File: config.mk
export PLATFORM = sky130hd
export DESIGN_NAME = pll_reset_sequencer_flat
export DESIGN_NICKNAME = d
export VERILOG_FILES = /design/src/rtl/pll_reset_sequencer_if.sv /design/src/rtl/pll_reset_sequencer.sv /design/src/flat_wrapper.sv
export SDC_FILE = /design/constraint.sdc
export NUM_CORES = 1
export LEC_CHECK = 0
export CORE_AREA = 2 2 49 51
export DETAILED_ROUTE_END_ITERATION = 6
export DIE_AREA = 0 0 51 53
export PLACE_DENSITY = 0.86
export SETUP_SLACK_MARGIN = 0.4
export SYNTH_ARGS = -nofsm -noshare
export SYNTH_HDL_FRONTEND = slang
export SYNTH_SLANG_ARGS = --single-unit
File: constraint.sdc
create_clock -name clk -period 3.2 [get_ports clk]
set_input_delay 0.32 -clock clk [delete_from_list [all_inputs] [get_ports clk]]
set_output_delay 0.32 -clock clk [all_outputs]
set_load 0.02 [all_outputs]
File: src/rtl/pll_reset_sequencer_if.sv
// PLL reset/lock handshake plus the fabric-facing status of the reset sequencer.
// The sequencer side (master) drives the PLL reset and the status outputs and
// consumes the PLL lock indication; the slave side is the PLL and fabric view.
interface pll_reset_sequencer_if #(
  parameter int MAX_RETRIES = 3
);
  localparam int RETRY_W = (MAX_RETRIES > 0) ? $clog2(MAX_RETRIES + 1) : 1;

  logic               pll_locked;
  logic               pll_rst_n;
  logic               sys_rst_n;
  logic               ready;
  logic               fault;
  logic [RETRY_W-1:0] retry_cnt;

  modport master (
    input  pll_locked,
    output pll_rst_n,
    output sys_rst_n,
    output ready,
    output fault,
    output retry_cnt
  );

  modport slave (
    output pll_locked,
    input  pll_rst_n,
    input  sys_rst_n,
    input  ready,
    input  fault,
    input  retry_cnt
  );
endinterface

File: src/rtl/pll_reset_sequencer.sv
// PLL reset sequencer running on the HSOSC reference clock.
// Holds the PLL in reset, waits for lock with a timeout and bounded retries,
// demands a stable lock window, then releases the fabric reset and raises ready.
// Lock loss in RUN re-sequences; exhausting the retries latches a fault.
module pll_reset_sequencer #(
  parameter int PLL_RST_CYCLES     = 16,
  parameter int LOCK_TIMEOUT       = 4096,
  parameter int LOCK_STABLE_CYCLES = 256,
  parameter int SYNC_STAGES        = 2,
  parameter int MAX_RETRIES        = 3
) (
  input  logic                  clk,
  input  logic                  rst_n,
  pll_reset_sequencer_if.master bus
);

  // One counter serves every timed state, so it is sized for the longest one.
  localparam int CNT_MAX_A = (PLL_RST_CYCLES > LOCK_TIMEOUT) ? PLL_RST_CYCLES : LOCK_TIMEOUT;
  localparam int CNT_MAX   = (CNT_MAX_A > LOCK_STABLE_CYCLES) ? CNT_MAX_A : LOCK_STABLE_CYCLES;
  localparam int CNT_W     = (CNT_MAX > 1) ? $clog2(CNT_MAX) : 1;
  localparam int RETRY_W   = (MAX_RETRIES > 0) ? $clog2(MAX_RETRIES + 1) : 1;

  localparam logic [CNT_W-1:0]   RST_LAST     = CNT_W'(PLL_RST_CYCLES - 1);
  localparam logic [CNT_W-1:0]   TIMEOUT_LAST = CNT_W'(LOCK_TIMEOUT - 1);
  localparam logic [CNT_W-1:0]   STABLE_LAST  = CNT_W'(LOCK_STABLE_CYCLES - 1);
  localparam logic [RETRY_W-1:0] RETRY_MAX    = RETRY_W'(MAX_RETRIES);

  localparam logic [2:0] ST_PLL_RESET = 3'd0;
  localparam logic [2:0] ST_WAIT_LOCK = 3'd1;
  localparam logic [2:0] ST_STABILIZE = 3'd2;
  localparam logic [2:0] ST_RUN       = 3'd3;
  localparam logic [2:0] ST_FAULT     = 3'd4;

  logic [SYNC_STAGES-1:0] sync_q;
  logic                   lockS;

  logic [2:0]         state_q,    state_d;
  logic [CNT_W-1:0]   counter_q,  counter_d;
  logic [RETRY_W-1:0] retryCnt_q, retryCnt_d;

  logic pllRstN_q;
  logic sysRstN_q;
  logic ready_q;
  logic fault_q;

  // Bring the asynchronous PLL lock into the clk domain; only lockS is trusted.
  always_ff @(posedge clk or negedge rst_n) begin
    if (!rst_n) begin
      sync_q <= '0;
    end else begin
      sync_q <= {sync_q[SYNC_STAGES-2:0], bus.pll_locked};
    end
  end

  assign lockS = sync_q[SYNC_STAGES-1];

  // Next-state logic: decide transitions, advance the shared counter and track failed attempts.
  always_comb begin
    state_d    = state_q;
    counter_d  = counter_q + 1'b1;
    retryCnt_d = retryCnt_q;

    case (state_q)
      ST_PLL_RESET: begin
        if (counter_q == RST_LAST) begin
          state_d = ST_WAIT_LOCK;
        end
      end

      ST_WAIT_LOCK: begin
        // A lock seen on the timeout cycle still wins over the timeout.
        if (lockS) begin
          state_d = ST_STABILIZE;
        end else if (counter_q == TIMEOUT_LAST) begin
          if (retryCnt_q == RETRY_MAX) begin
            state_d = ST_FAULT;
          end else begin
            retryCnt_d = retryCnt_q + 1'b1;
            state_d    = ST_PLL_RESET;
          end
        end
      end

      ST_STABILIZE: begin
        // Losing lock here is not a failed attempt; the timeout simply restarts.
        if (!lockS) begin
          state_d = ST_WAIT_LOCK;
        end else if (counter_q == STABLE_LAST) begin
          state_d = ST_RUN;
        end
      end

      ST_RUN: begin
        counter_d = counter_q;
        if (!lockS) begin
          state_d = ST_PLL_RESET;
        end
      end

      ST_FAULT: begin
        counter_d = counter_q;
      end

      default: begin
        state_d = ST_PLL_RESET;
      end
    endcase

    // Every state change restarts the timing of the new state.
    if (state_d != state_q) begin
      counter_d = '0;
    end

    // A successful release forgets earlier failed attempts.
    if ((state_d == ST_RUN) && (state_q != ST_RUN)) begin
      retryCnt_d = '0;
    end
  end

  // Sequencer state, counter and retry count registers.
  always_ff @(posedge clk or negedge rst_n) begin
    if (!rst_n) begin
      state_q    <= ST_PLL_RESET;
      counter_q  <= '0;
      retryCnt_q <= '0;
    end else begin
      state_q    <= state_d;
      counter_q  <= counter_d;
      retryCnt_q <= retryCnt_d;
    end
  end

  // Registered Moore outputs decoded from the next state so they move on the same edge as the state.
  always_ff @(posedge clk or negedge rst_n) begin
    if (!rst_n) begin
      pllRstN_q <= 1'b0;
      sysRstN_q <= 1'b0;
      ready_q   <= 1'b0;
      fault_q   <= 1'b0;
    end else begin
      pllRstN_q <= (state_d == ST_WAIT_LOCK) || (state_d == ST_STABILIZE) || (state_d == ST_RUN);
      sysRstN_q <= (state_d == ST_RUN);
      ready_q   <= (state_d == ST_RUN);
      fault_q   <= (state_d == ST_FAULT);
    end
  end

  assign bus.pll_rst_n = pllRstN_q;
  assign bus.sys_rst_n = sysRstN_q;
  assign bus.ready     = ready_q;
  assign bus.fault     = fault_q;
  assign bus.retry_cnt = retryCnt_q;

endmodule

File: src/flat_wrapper.sv
// flat-port wrapper written by rule: the top's interface ports become plain ports
module pll_reset_sequencer_flat 
#(
  parameter int PLL_RST_CYCLES     = 16,
  parameter int LOCK_TIMEOUT       = 4096,
  parameter int LOCK_STABLE_CYCLES = 256,
  parameter int SYNC_STAGES        = 2,
  parameter int MAX_RETRIES        = 3
)
  (clk, rst_n, bus_pll_locked, bus_pll_rst_n, bus_sys_rst_n, bus_ready, bus_fault, bus_retry_cnt);
  pll_reset_sequencer_if #(.MAX_RETRIES(MAX_RETRIES)) bus_i ();
  input  logic clk;
  input  logic rst_n;
  input wire logic [$bits(bus_i.pll_locked)-1:0] bus_pll_locked;
  output wire logic [$bits(bus_i.pll_rst_n)-1:0] bus_pll_rst_n;
  output wire logic [$bits(bus_i.sys_rst_n)-1:0] bus_sys_rst_n;
  output wire logic [$bits(bus_i.ready)-1:0] bus_ready;
  output wire logic [$bits(bus_i.fault)-1:0] bus_fault;
  output wire logic [$bits(bus_i.retry_cnt)-1:0] bus_retry_cnt;
  assign bus_i.pll_locked = bus_pll_locked;
  assign bus_pll_rst_n = bus_i.pll_rst_n;
  assign bus_sys_rst_n = bus_i.sys_rst_n;
  assign bus_ready = bus_i.ready;
  assign bus_fault = bus_i.fault;
  assign bus_retry_cnt = bus_i.retry_cnt;
  pll_reset_sequencer #(.PLL_RST_CYCLES(PLL_RST_CYCLES), .LOCK_TIMEOUT(LOCK_TIMEOUT), .LOCK_STABLE_CYCLES(LOCK_STABLE_CYCLES), .SYNC_STAGES(SYNC_STAGES), .MAX_RETRIES(MAX_RETRIES)) u_core (.clk(clk), .rst_n(rst_n), .bus(bus_i));
endmodule
# Yosys cells after proc, flatten, opt, wreduce, memory -nomap -nowiden
# Cells that the tools add are included.
# totals
out_inout_bits	6
word_cells	49
ff_bits	22
inputBits	3
# classes
n_eq_ne	17
mux	15
addsub	2
n_reduce_logical	8
# op_table
op	count
$mux 12	2
$mux 3	7
$pmux 3 s5	1
$add 12x1->12 const B	1
$eq 12x12->1 const B	1
$eq 12x4->1 const B	1
$eq 12x8->1 const B	1
$eq 3x2->1 const B	4
$mux 2	5
$eq 3x1->1 const B	2
$eq 3x3->1 const B	2
$ne 2x2->1 const B	2
$reduce_and 4->1	1
$reduce_bool 2->1	2
$logic_not 3->1	1
$ne 3x2->1 const B	1
$ne 3x3->1	1
$add 2x1->2 const B	1
$eq 2x2->1 const B	1
$logic_or 1x1->1	2
$ne 2x1->1 const B	1
$reduce_or 2->1	1
$logic_and 1x1->1	1

# Depth between registers and ports, before layout
# Gate-level depths: netlist of run 1.
# depth
word_depth	9
mapped_depth	6
ltp_nobuf	5

# Worst setup path after synthesis of run 1
# OpenSTA, ideal clock, no wires.
# synth_path
path_type	reg-to-reg
start	register u_core.counter_q[1]
end	register u_core.counter_q[0]
required_time_ns	3.075
path_stages_with_launch	7
period_less_slack_ns	1.602
setup_slack_ns	1.598
arrival_time_ns	1.478
setup_ns	0.125
path_buffers	1
path_cell_list	dfrtp_1 ha_1 and4_1 nand4_4 a211oi_2 buf_2 nor3_1
# synth_between
elab_chain_cells	6
word_cells_on_any_way	12
cone_classes	eq/ne: 5; mux: 7
# synth_rtl
item	line_no	text
from (decl)	pll_reset_sequencer.sv:38	logic [CNT_W-1:0] counter_q, counter_d;
from (signal assigned)	pll_reset_sequencer.sv:128	counter_q <= counter_d;
$eq 12x8->1 or $eq 12x12->1 (tied branches)	pll_reset_sequencer.sv:88, pll_reset_sequencer.sv:74	
$mux 3, on equally long branches	pll_reset_sequencer.sv:88, pll_reset_sequencer.sv:74	
$mux 3, on equally long branches	pll_reset_sequencer.sv:86, pll_reset_sequencer.sv:72	
$pmux 3 s5 (*)	pll_reset_sequencer.sv:63	case (state_q)
$ne 3x3->1 (*)	pll_reset_sequencer.sv:110	if (state_d != state_q) begin
$ne 2x1->1 (no source line) or $mux 12 (tied branches)	-	
# Every way passes the cells marked *; elsewhere a longest branch is shown, timed or not.
# A chain may end at the register's enable or synchronous reset.

# Worst setup path after layout of run 1
# layout_path
start	register u_core.counter_q[1]
end	register u_core.counter_q[4]
# layout_between
elab_chain_cells	6
word_cells_on_any_way	14
cone_classes	add/sub: 1; eq/ne: 5; mux: 8
# layout_rtl
item	line_no
$eq 12x8->1 or $eq 12x12->1 (tied branches)	pll_reset_sequencer.sv:88, pll_reset_sequencer.sv:74
$mux 3, on equally long branches	pll_reset_sequencer.sv:88, pll_reset_sequencer.sv:74
$mux 3, on equally long branches	pll_reset_sequencer.sv:86, pll_reset_sequencer.sv:72
$pmux 3 s5	pll_reset_sequencer.sv:63
$ne 3x3->1	pll_reset_sequencer.sv:110
$ne 2x1->1 (no source line) or $mux 12 (tied branches)	-
# Several ways; a longest one is shown, not always the timed one. The select of a mux whose other input is x is not followed.

==> results of run 1 <==
-- metal layers --
layer	share of wire	track usage	up-vias
met3	0.062	0.0395	7
met4	0.017	0.0901	0
met5	0	0	-
met1	0.43	0.281	501
met2	0.49	0.390	49
li1	-	-	472
-- cell families (layout without fill, tap and decap cells) --
group                    count (synthesis)  after routing  synth area share
AND/OR/NAND/NOR                         56             56             0.276
AO/OA/AOI/OAI                           27             27             0.157
flip-flops                              22             22             0.445
buffers and inverters                   11             15            0.0526
XOR/XNOR                                 7              7            0.0495
adder cells (fa/ha/maj)                  2              2            0.0202
-- worst min path at each step --
stage                       endpoint  slack, ns
finish              u_core.sync_q[1]       0.37
global route        u_core.sync_q[1]       0.38
CTS                 u_core.sync_q[1]       0.37
detailed placement  u_core.sync_q[1]       0.34
global placement    u_core.sync_q[1]       0.34
floorplan           u_core.bus.fault       0.02
-- sequential cells by signal (all words and copies together), names as in the netlist --
signal                cells
u_core.bus.fault          1
u_core.bus.pll_rst_n      1
u_core.sync_q             2
u_core.state_q            3
u_core.counter_q         12
u_core.bus.retry_cnt      2
u_core.bus.sys_rst_n      1
-- stage by stage --
stage / util / hold slack, ns
finish: 0.621 / 0.366
global route: 0.621 / 0.383
CTS: 0.621 / 0.367
detailed placement: 0.605 / 0.340
global placement: 0.605 / 0.336
floorplan: - / 0.0244
-- cell type report --
cell class / instances / area [um2] / area share
clock buffers: 4 / 36.3 / 0.0272
flip-flops and latches: 22 / 551 / 0.412
inverters: 3 / 11.3 / 0.00843
well taps: 28 / 35.0 / 0.0262
repair buffers: 8 / 80.1 / 0.0600
multi-input cells: 92 / 622 / 0.466
-- cells in the final DEF, fill, tap and decap left out, drive strengths merged, types with 3 or more instances in the layout --
| master | count |
|---|---|
| inv | 3 |
| and3 | 4 |
| nor3 | 11 |
| o31ai | 5 |
| clkbuf | 4 |
| dfrtp | 22 |
| nand4 | 6 |
| xor2 | 7 |
| nor2b | 6 |
| o21ai | 8 |
| nand2 | 5 |
| or3 | 4 |
| clkdlybuf4s50 | 8 |
| a211oi | 7 |
| nand3 | 4 |
| and2 | 3 |
| nor2 | 5 |
-- power groups by stage --
stage	combinational [mW]	clock (mW)	sequential [mW]
after floorplan	0.105	0	0.333
after global placement	0.128	0	0.339
after detailed placement	0.136	0	0.342
after CTS	0.138	0.155	0.337
after global routing	0.158	0.169	0.341
final	0.138	0.152	0.337
==> impl_metrics.yaml, run 1 <==
outcome:
  status: "finished clean"
sta:
  min_period_ns: 2.17
  grt_setup_unrepaired: "no"
  period_share: 0.679
  final_hold_viol_count: 0
  fmax_mhz: 461
  slew-limit-headroom: 0.353
  finalMaxSlewViolations: 0
  setup_violations: 0
  final.setup.tns_ns: 0
  worst_slack_ns: 1.03
  worstMarginPinSlew_ns: 0.967
  finClkSkew_ns: 0.00144
power:
  pwr-share-seq: 0.537
  p_sw_frac: 0.307
  combPwrFrac: 0.220
  p_per_area_nw_per_um2: 470
  clockPowerShare: 0.243
  p_int_uw: 435
  vdd_drop_max_uv: 434
  p_leak_nw: 0.557
  switchingPower_uw: 193
  power.total_uw: 628
detailed_routing:
  drc: 0
  dr_total_vias: 1029
  dr.pass1.iters: 4
  vias_per_cell: 6.55
  drt_wl_total_um: 2550
  wire_per_inst_um: 16.3
  drtAntennaViolNets: 0
  drtIter0Drc: 33
clock_network:
  cts.sinks: 22
  clock_path_buffers: 2
  cts_tree: "built"
  postCtsSetupBuffers: 0
  cts_resized: 0
  cts_made_buffers: 3
  worstSkewPairLatency_ns: 0.30
  cts_root_buf: "clkbuf_4"
  path_clk_slew_ns: 0.12
  ctsHoldBuffers: 0
  cts_max_level: 1
grt:
  grt.overflow.total: 0
  grt_max_degree: 23
  track_usage: 0.226
  grt_pass1_vias: 990
  antenna_found_initial: 0
  grt_pass1_wl_um: 4500
placed_design:
  dpl.hpwl_um: 1800
  dpl-instance-area_um2: 1300
  place_ws_ns: 1.03
  dp.cells: 153
  gp_congestion: 0.899
  io_buffer_count: 8
yosys:
  ys_seq_elements: 22
  synth_area_um2: 1240
  yosys.area.top_type: "dfrtp_1"
  netlist_top_cells_area: "dfrtp_1 (44%), xor2_1 (5.0%), nor3_1 (4.4%)"
  synth_top_area_share: 0.445
  yosysUniqueCellTypes: 34
  async_flop_share: 1.00
  syn-num-nets: 130
  yosys-top-cells-count: "dfrtp_1 (22), nor3_1 (11), o21ai_0 (8), xor2_1 (7)"
  ys_seq_area_frac: 0.445
  syn_inst: 125
  synth_warnings: 0
  synth_most_common_cell: "dfrtp_1"
  synth_edf_count: 0
  synthFlopType: "dfrtp_1"
  avgSynthCellArea_um2: 9.90
min_path:
  worst_hold_path_type: "reg -> reg"
  hold-path-cell-count: 0
  hold_path.startpoint: "u_core.sync_q[0]"
worst_setup_path:
  rr_worst_depth: 5
  cp_max_fo: 12
  reg2reg_setup_slack_ns: 1.03
  r2r_start: "u_core.counter_q[1]"
  required_ns: 3.36
  crit_family: "compound AO/OA/AOI/OAI gates"
  r2r-end: "u_core.counter_q[4]"
  cp-start-kind: "flop"
  cp-end-kind: "flop"
  path_buf_inv: 0
  endpoint: "u_core.counter_q[4]"
  crit_slowest_cell: "a211oi_2"
  cp_num_cells: 5
  path_cells: "ha_1 -> and4_1 -> nand4_4 -> a211oi_2 -> nor3_1"
  crit_type: "reg -> reg"
  crit_path_start: "u_core.counter_q[1]"
  cp.arrival_ns: 2.33
  cpPeakStageDelay_ns: 0.74
layout:
  fin_area_um2: 1340
  drive_gt1_frac: 0.0775
  n_fill_cell: 181
  finalNetCount: 135
  finalNonFillerCells: 157
  diodes: 0
  synthToLayoutAreaGrowth_pct: 7.89
die:
  die_area_um2: 2700
  core-area_um2: 2150
  initial_core_util: 0.576
  top_level_ports: 9
  fp-row-count: 17
  die_w_um: 51
  die_h_um: 53
job:
  cap_violations: 0
No activity file was read; power rests on OpenSTA's default activity.
==> run 2: changes to the inputs <==
Settings changed: CORE_AREA 2 2 49 51 to 2 2 53 55, DIE_AREA 0 0 51 53 to 0 0 55 57, PLACE_DENSITY 0.86 to 0.79.
Clock period 3.2 ns to 1.85 ns, I/O delays scaled along.
==> run 2 against run 1 <==
- fmax increased by 27%
- clock power up 80%
- cell area is 20% higher
- total power increased by 95%
- critical path depth unchanged
- routed wire length increased by 32%
==> impl_metrics.yaml, run 2 (synthesis results as in run 1) <==
outcome:
  status: "finished clean"
clock_network:
  path_clk_slew_ns: 0.13
  ctsHoldBuffers: 0
  cts_max_level: 1
  clock_path_buffers: 2
  cts_tree: "built"
  cts_root_buf: "clkbuf_4"
  cts.sinks: 22
  worstSkewPairLatency_ns: 0.32
  cts_made_buffers: 3
worst_setup_path:
  cp_max_fo: 5
  path_cells: "ha_2 -> and4_4 -> nand4_4 -> or4_4 -> a21oi_2"
  cpPeakStageDelay_ns: 0.46
  reg2reg_setup_slack_ns: 0.14
  crit_type: "reg -> reg"
  crit_path_start: "u_core.counter_q[0]"
  cp-end-kind: "flop"
  path_buf_inv: 0
  crit_slowest_cell: "or4_4"
  cp.arrival_ns: 1.98
  required_ns: 2.11
  cp-start-kind: "flop"
  r2r_start: "u_core.counter_q[0]"
  crit_family: "simple AND/OR/NAND/NOR gates"
  r2r-end: "u_core.bus.retry_cnt[1]"
  cp_num_cells: 5
  rr_worst_depth: 5
  endpoint: "u_core.bus.retry_cnt[1]"
die:
  fp-row-count: 19
  die_area_um2: 3140
  initial_core_util: 0.473
  core-area_um2: 2620
  die_h_um: 57
  die_w_um: 55
  top_level_ports: 9
placed_design:
  dpl-instance-area_um2: 1360
  dp.cells: 163
  dpl.hpwl_um: 1820
  io_buffer_count: 8
  gp_congestion: 0.866
layout:
  largest_register: "u_core.counter_q"
  synthToLayoutAreaGrowth_pct: 29.9
  largest_register_ff_count: 12
  final_common_cell: "dfrtp_1"
  fin_area_um2: 1610
  n_fill_cell: 217
  final_util: 0.615
  multi_input_area_um2: 758
  top_regs: "u_core.counter_q (12), u_core.state_q (3)"
  finalNonFillerCells: 179
  drive_gt1_frac: 0.345
  finalNetCount: 154
  diodes: 0
  mostFrequentLayoutCells: "dfrtp_1 (20), buf_4 (15), o21ai_0 (8), nor3_1 (7), xor2_1 (7)"
  seq_area_um2: 553
sta:
  final_hold_viol_count: 0
  worstMarginPinSlew_ns: 0.347
  holdWs_ns: 0.194
  setup_violations: 0
  grt_setup_unrepaired: "yes"
  min_period_ns: 1.71
  fmax_mhz: 585
  period_share: 0.925
  final.setup.tns_ns: 0
  finClkSkew_ns: 0.00922
  slew-limit-headroom: 0.767
  finalMaxSlewViolations: 0
detailed_routing:
  drtAntennaViolNets: 0
  dr_total_vias: 1114
  drc: 0
  dr.pass1.iters: 6
  vias_per_cell: 6.22
  wire_per_inst_um: 18.8
  drt_wl_total_um: 3370
  drtIter0Drc: 33
power:
  p_per_area_nw_per_um2: 762
  vdd_drop_max_uv: 594
  p_leak_nw: 0.706
grt:
  grt_pass1_vias: 1051
  use_met2: 0.374
  grt_pass1_wl_um: 5110
  grt.overflow.total: 0
  track_usage: 0.232
  busiest_layer: "met2"
  use_met1: 0.295
  antenna_found_initial: 0
  use_met3: 0.0654
  grt_max_degree: 23
job:
  cap_violations: 0
min_path:
  worst_hold_path_type: "in -> async"
==> run 2: changes by cell type in the layout (fill, tap and decap cells not counted), sizes merged <==
cell           delta
clkbuf            +1
buf              +17
clkdlybuf4s50     -6
dlygate4sd2       +5
dlymetal6s2s      +1
nand4             +1
==> run 2: final cells by class <==
type	count	area share
inverter	3	0.00700
tap	31	0.0241
clock buffer	4	0.0226
sequential	22	0.344
timing repair buffer	26	0.131
multi-input combinational	93	0.472
==> run 2: worst min path at each step <==
stage / to / cells after the start / slack, ns / startpoint
floorplan: u_core.bus.fault / 0 / -0.11 / rst_n
global placement: u_core.sync_q[1] / 0 / 0.33 / u_core.sync_q[0]
detailed placement: u_core.sync_q[1] / 0 / 0.34 / u_core.sync_q[0]
CTS: u_core.counter_q[1] / 2 / 0.21 / rst_n
global route: u_core.counter_q[1] / 2 / 0.23 / rst_n
finish: u_core.state_q[0] / 2 / 0.19 / rst_n
==> run 2: worst register-to-register path, stage by stage, from the launching register on <==
cell and delay, ns:
dfrtp_1 0.40, ha_2 0.21, and4_4 0.29, nand4_4 0.17
or4_4 0.46, a21oi_2 0.13
==> run 2: timing repair <==
item	4_1_cts	5_1_grt
buffers inserted	7	3
setup endpoints to repair	22	19
gates cloned	2	0
pin swaps	6	2
gates resized for setup	29	5
==> run 2: where the power goes <==
| part | leakage (nW) | internal [mW] | total, mW | switching (mW) |
|---|---|---|---|---|
| combinational | 0.394 | 0.182 | 0.369 | 0.188 |
| clock | 0.0210 | 0.121 | 0.274 | 0.153 |
| sequential | 0.291 | 0.528 | 0.581 | 0.0536 |
| total | 0.706 | 0.830 | 1.22 | 0.395 |
==> run 2: stage by stage <==
stage	power [mW]	setup slack, ns
2_1_floorplan	0.763	0.308
3_3_place_gp	0.824	0.166
3_5_place_dp	0.840	0.0840
4_1_cts	1.19	0.205
5_1_grt	1.28	0.0673
6_report	1.22	0.139
==> run 2: per-layer routing <==
layer,vias up,part of all wire
met2,44,0.52
met1,547,0.39
met3,12,0.064
met4,0,0.026
met5,-,0
li1,511,-
==> run 3: changes to the inputs <==
Settings changed: CTS_BUF_LIST set to sky130_fd_sc_hd__clkbuf_16.
==> run 3 against run 2 <==
- register-to-register slack is essentially flat
- sequential share of layout area is 1.6 points lower
- flip-flop and latch count is the same
- clock power grew 68%
- largest cell class unchanged
- highest routed layer unchanged
==> impl_metrics.yaml, run 3 (synthesis results as in run 1) <==
clock_network:
  cts.sinks: 22
  worstSkewPairLatency_ns: 0.26
  clock_path_buffers: 2
  cts_made_buffers: 3
  ctsHoldBuffers: 0
  path_clk_slew_ns: 0.06
  cts_tree: "built"
  cts_root_buf: "clkbuf_16"
  cts_max_level: 1
worst_setup_path:
  crit_path_start: "u_core.counter_q[0]"
  crit_slowest_cell: "dfrtp_1"
  crit_family: "simple AND/OR/NAND/NOR gates"
  rr_worst_depth: 6
  path_buf_inv: 1
  cp.arrival_ns: 1.84
  r2r_start: "u_core.counter_q[0]"
  cpPeakStageDelay_ns: 0.38
  cp_num_cells: 6
  crit_type: "reg -> reg"
  cp-start-kind: "flop"
  cp_max_fo: 6
  cp-end-kind: "flop"
  path_cells: "ha_2 -> and4_4 -> nand4_4 -> o32ai_4 -> buf_6 -> a211oi_1"
  required_ns: 1.98
sta:
  period_share: 0.925
  grt_setup_unrepaired: "yes"
  min_period_ns: 1.71
  slew-limit-headroom: 0.783
  finalMaxSlewViolations: 0
  final_hold_viol_count: 0
  setup_violations: 0
  finClkSkew_ns: 0.00209
  worstMarginPinSlew_ns: 0.323
  fmax_mhz: 584
  final.setup.tns_ns: 0
detailed_routing:
  drtIter0Drc: 47
  wire_per_inst_um: 18.4
  vias_per_cell: 6.05
  drc: 0
  drtAntennaViolNets: 0
  drt_wl_total_um: 3360
  dr_total_vias: 1101
  dr.pass1.iters: 4
layout:
  final_common_cell: "dfrtp_1"
  largest_register_ff_count: 12
  top_regs: "u_core.counter_q (12), u_core.state_q (3)"
  drive_gt1_frac: 0.344
  synthToLayoutAreaGrowth_pct: 36.3
  mostFrequentLayoutCells: "dfrtp_1 (20), buf_4 (15), o21ai_0 (8), xor2_1 (7)"
  diodes: 0
  largest_register: "u_core.counter_q"
  finalNetCount: 157
die:
  die_area_um2: 3140
  die_h_um: 57
  die_w_um: 55
  fp-row-count: 19
  initial_core_util: 0.473
  top_level_ports: 9
  core-area_um2: 2620
placed_design:
  gp_congestion: 0.866
  io_buffer_count: 8
  dpl.hpwl_um: 1820
outcome:
  status: "finished clean"
min_path:
  worst_hold_path_type: "in -> async"
power:
  combPwrFrac: 0.273
  vdd_drop_max_uv: 754
  pwr-share-seq: 0.406
  p_int_mw: 1.02
  p_per_area_nw_per_um2: 850
  p_leak_nw: 0.725
  switchingPower_uw: 418
  power.total_mw: 1.43
  clockPowerShare: 0.322
  p_sw_frac: 0.292
grt:
  grt.overflow.total: 0
  track_usage: 0.239
  grt_pass1_wl_um: 5400
  antenna_found_initial: 0
  grt_pass1_vias: 1121
  grt_max_degree: 23
job:
  cap_violations: 0
run 3: cell count changes in the layout (fill, tap and decap cells not counted), sizes merged:
cell / previous run / this run
buf: 17 / 21
clkdlybuf4s50: 2 / 6
dlygate4sd2: 5 / 1
clkbuf: 5 / 3
clkinv: 0 / 1
run 3: power groups by stage:
stage	clock [mW]	sequential, mW	combinational (mW)
after floorplan	0	0.577	0.186
after global placement	0	0.592	0.232
after detailed placement	0	0.595	0.245
after CTS	0.460	0.580	0.362
after global routing	0.491	0.587	0.429
final	0.461	0.582	0.391
run 3: metal layers:
| layer | vias up | track usage | wire length, um |
|---|---|---|---|
| met3 | 8 | 0.0628 | 107 |
| met5 | - | 0 | 0 |
| met1 | 554 | 0.317 | 1470 |
| met4 | 0 | 0.0906 | 82 |
| met2 | 23 | 0.371 | 1700 |
| li1 | 516 | - | - |
run 3: layout make-up:
cell class	count	area, um2
Fill cell	195	928
Multi-Input combinational cell	93	749
Sequential cell	22	553
Timing Repair Buffer	29	255
Clock buffer	3	75.1
Tap cell	31	38.8
Inverter	3	11.3
Clock inverter	1	3.75
run 3: path summary, 6_finish.rpt:
path / endpoint / slack (ns)
max in group asynchronous: u_core.state_q[0] / 1.33
min in group clk: u_core.sync_q[1] / 0.34
max reg2reg: u_core.counter_q[7] / 0.14
max: u_core.counter_q[7] / 0.14
min: u_core.counter_q[1] / 0.28
min reg2reg: u_core.sync_q[1] / 0.34
run 3: what timing repair did:
item                                    4_1_cts  5_1_grt
cloned                                        2        0
resized for setup                            24        8
pin swaps                                    10        3
buffers inserted                             12        1
endpoints found under the setup margin       18       19
run 3: metrics by stage:
stage                     instances  hold slack (ns)  worst slack [ns]   util  cell area (um2)
final                           182            0.276             0.138  0.645             1690
after global routing            182            0.315            0.0721  0.645             1690
after CTS                       181            0.295             0.214  0.626             1640
after detailed placement        163            0.336            0.0840  0.520             1360
after global placement          163            0.335             0.166  0.520             1360
after floorplan                 125           -0.111             0.308      -             1250
run 3: worst reg2reg max path, delay by kind of cell (launching register included):
kind                       cells  cell delay (ns)
and+or+nand+nor                2             0.45
DFF                            1             0.38
AOI/OAI and AO/OA              2             0.36
adders and majority gates      1             0.21
buffers and inverters          1             0.18
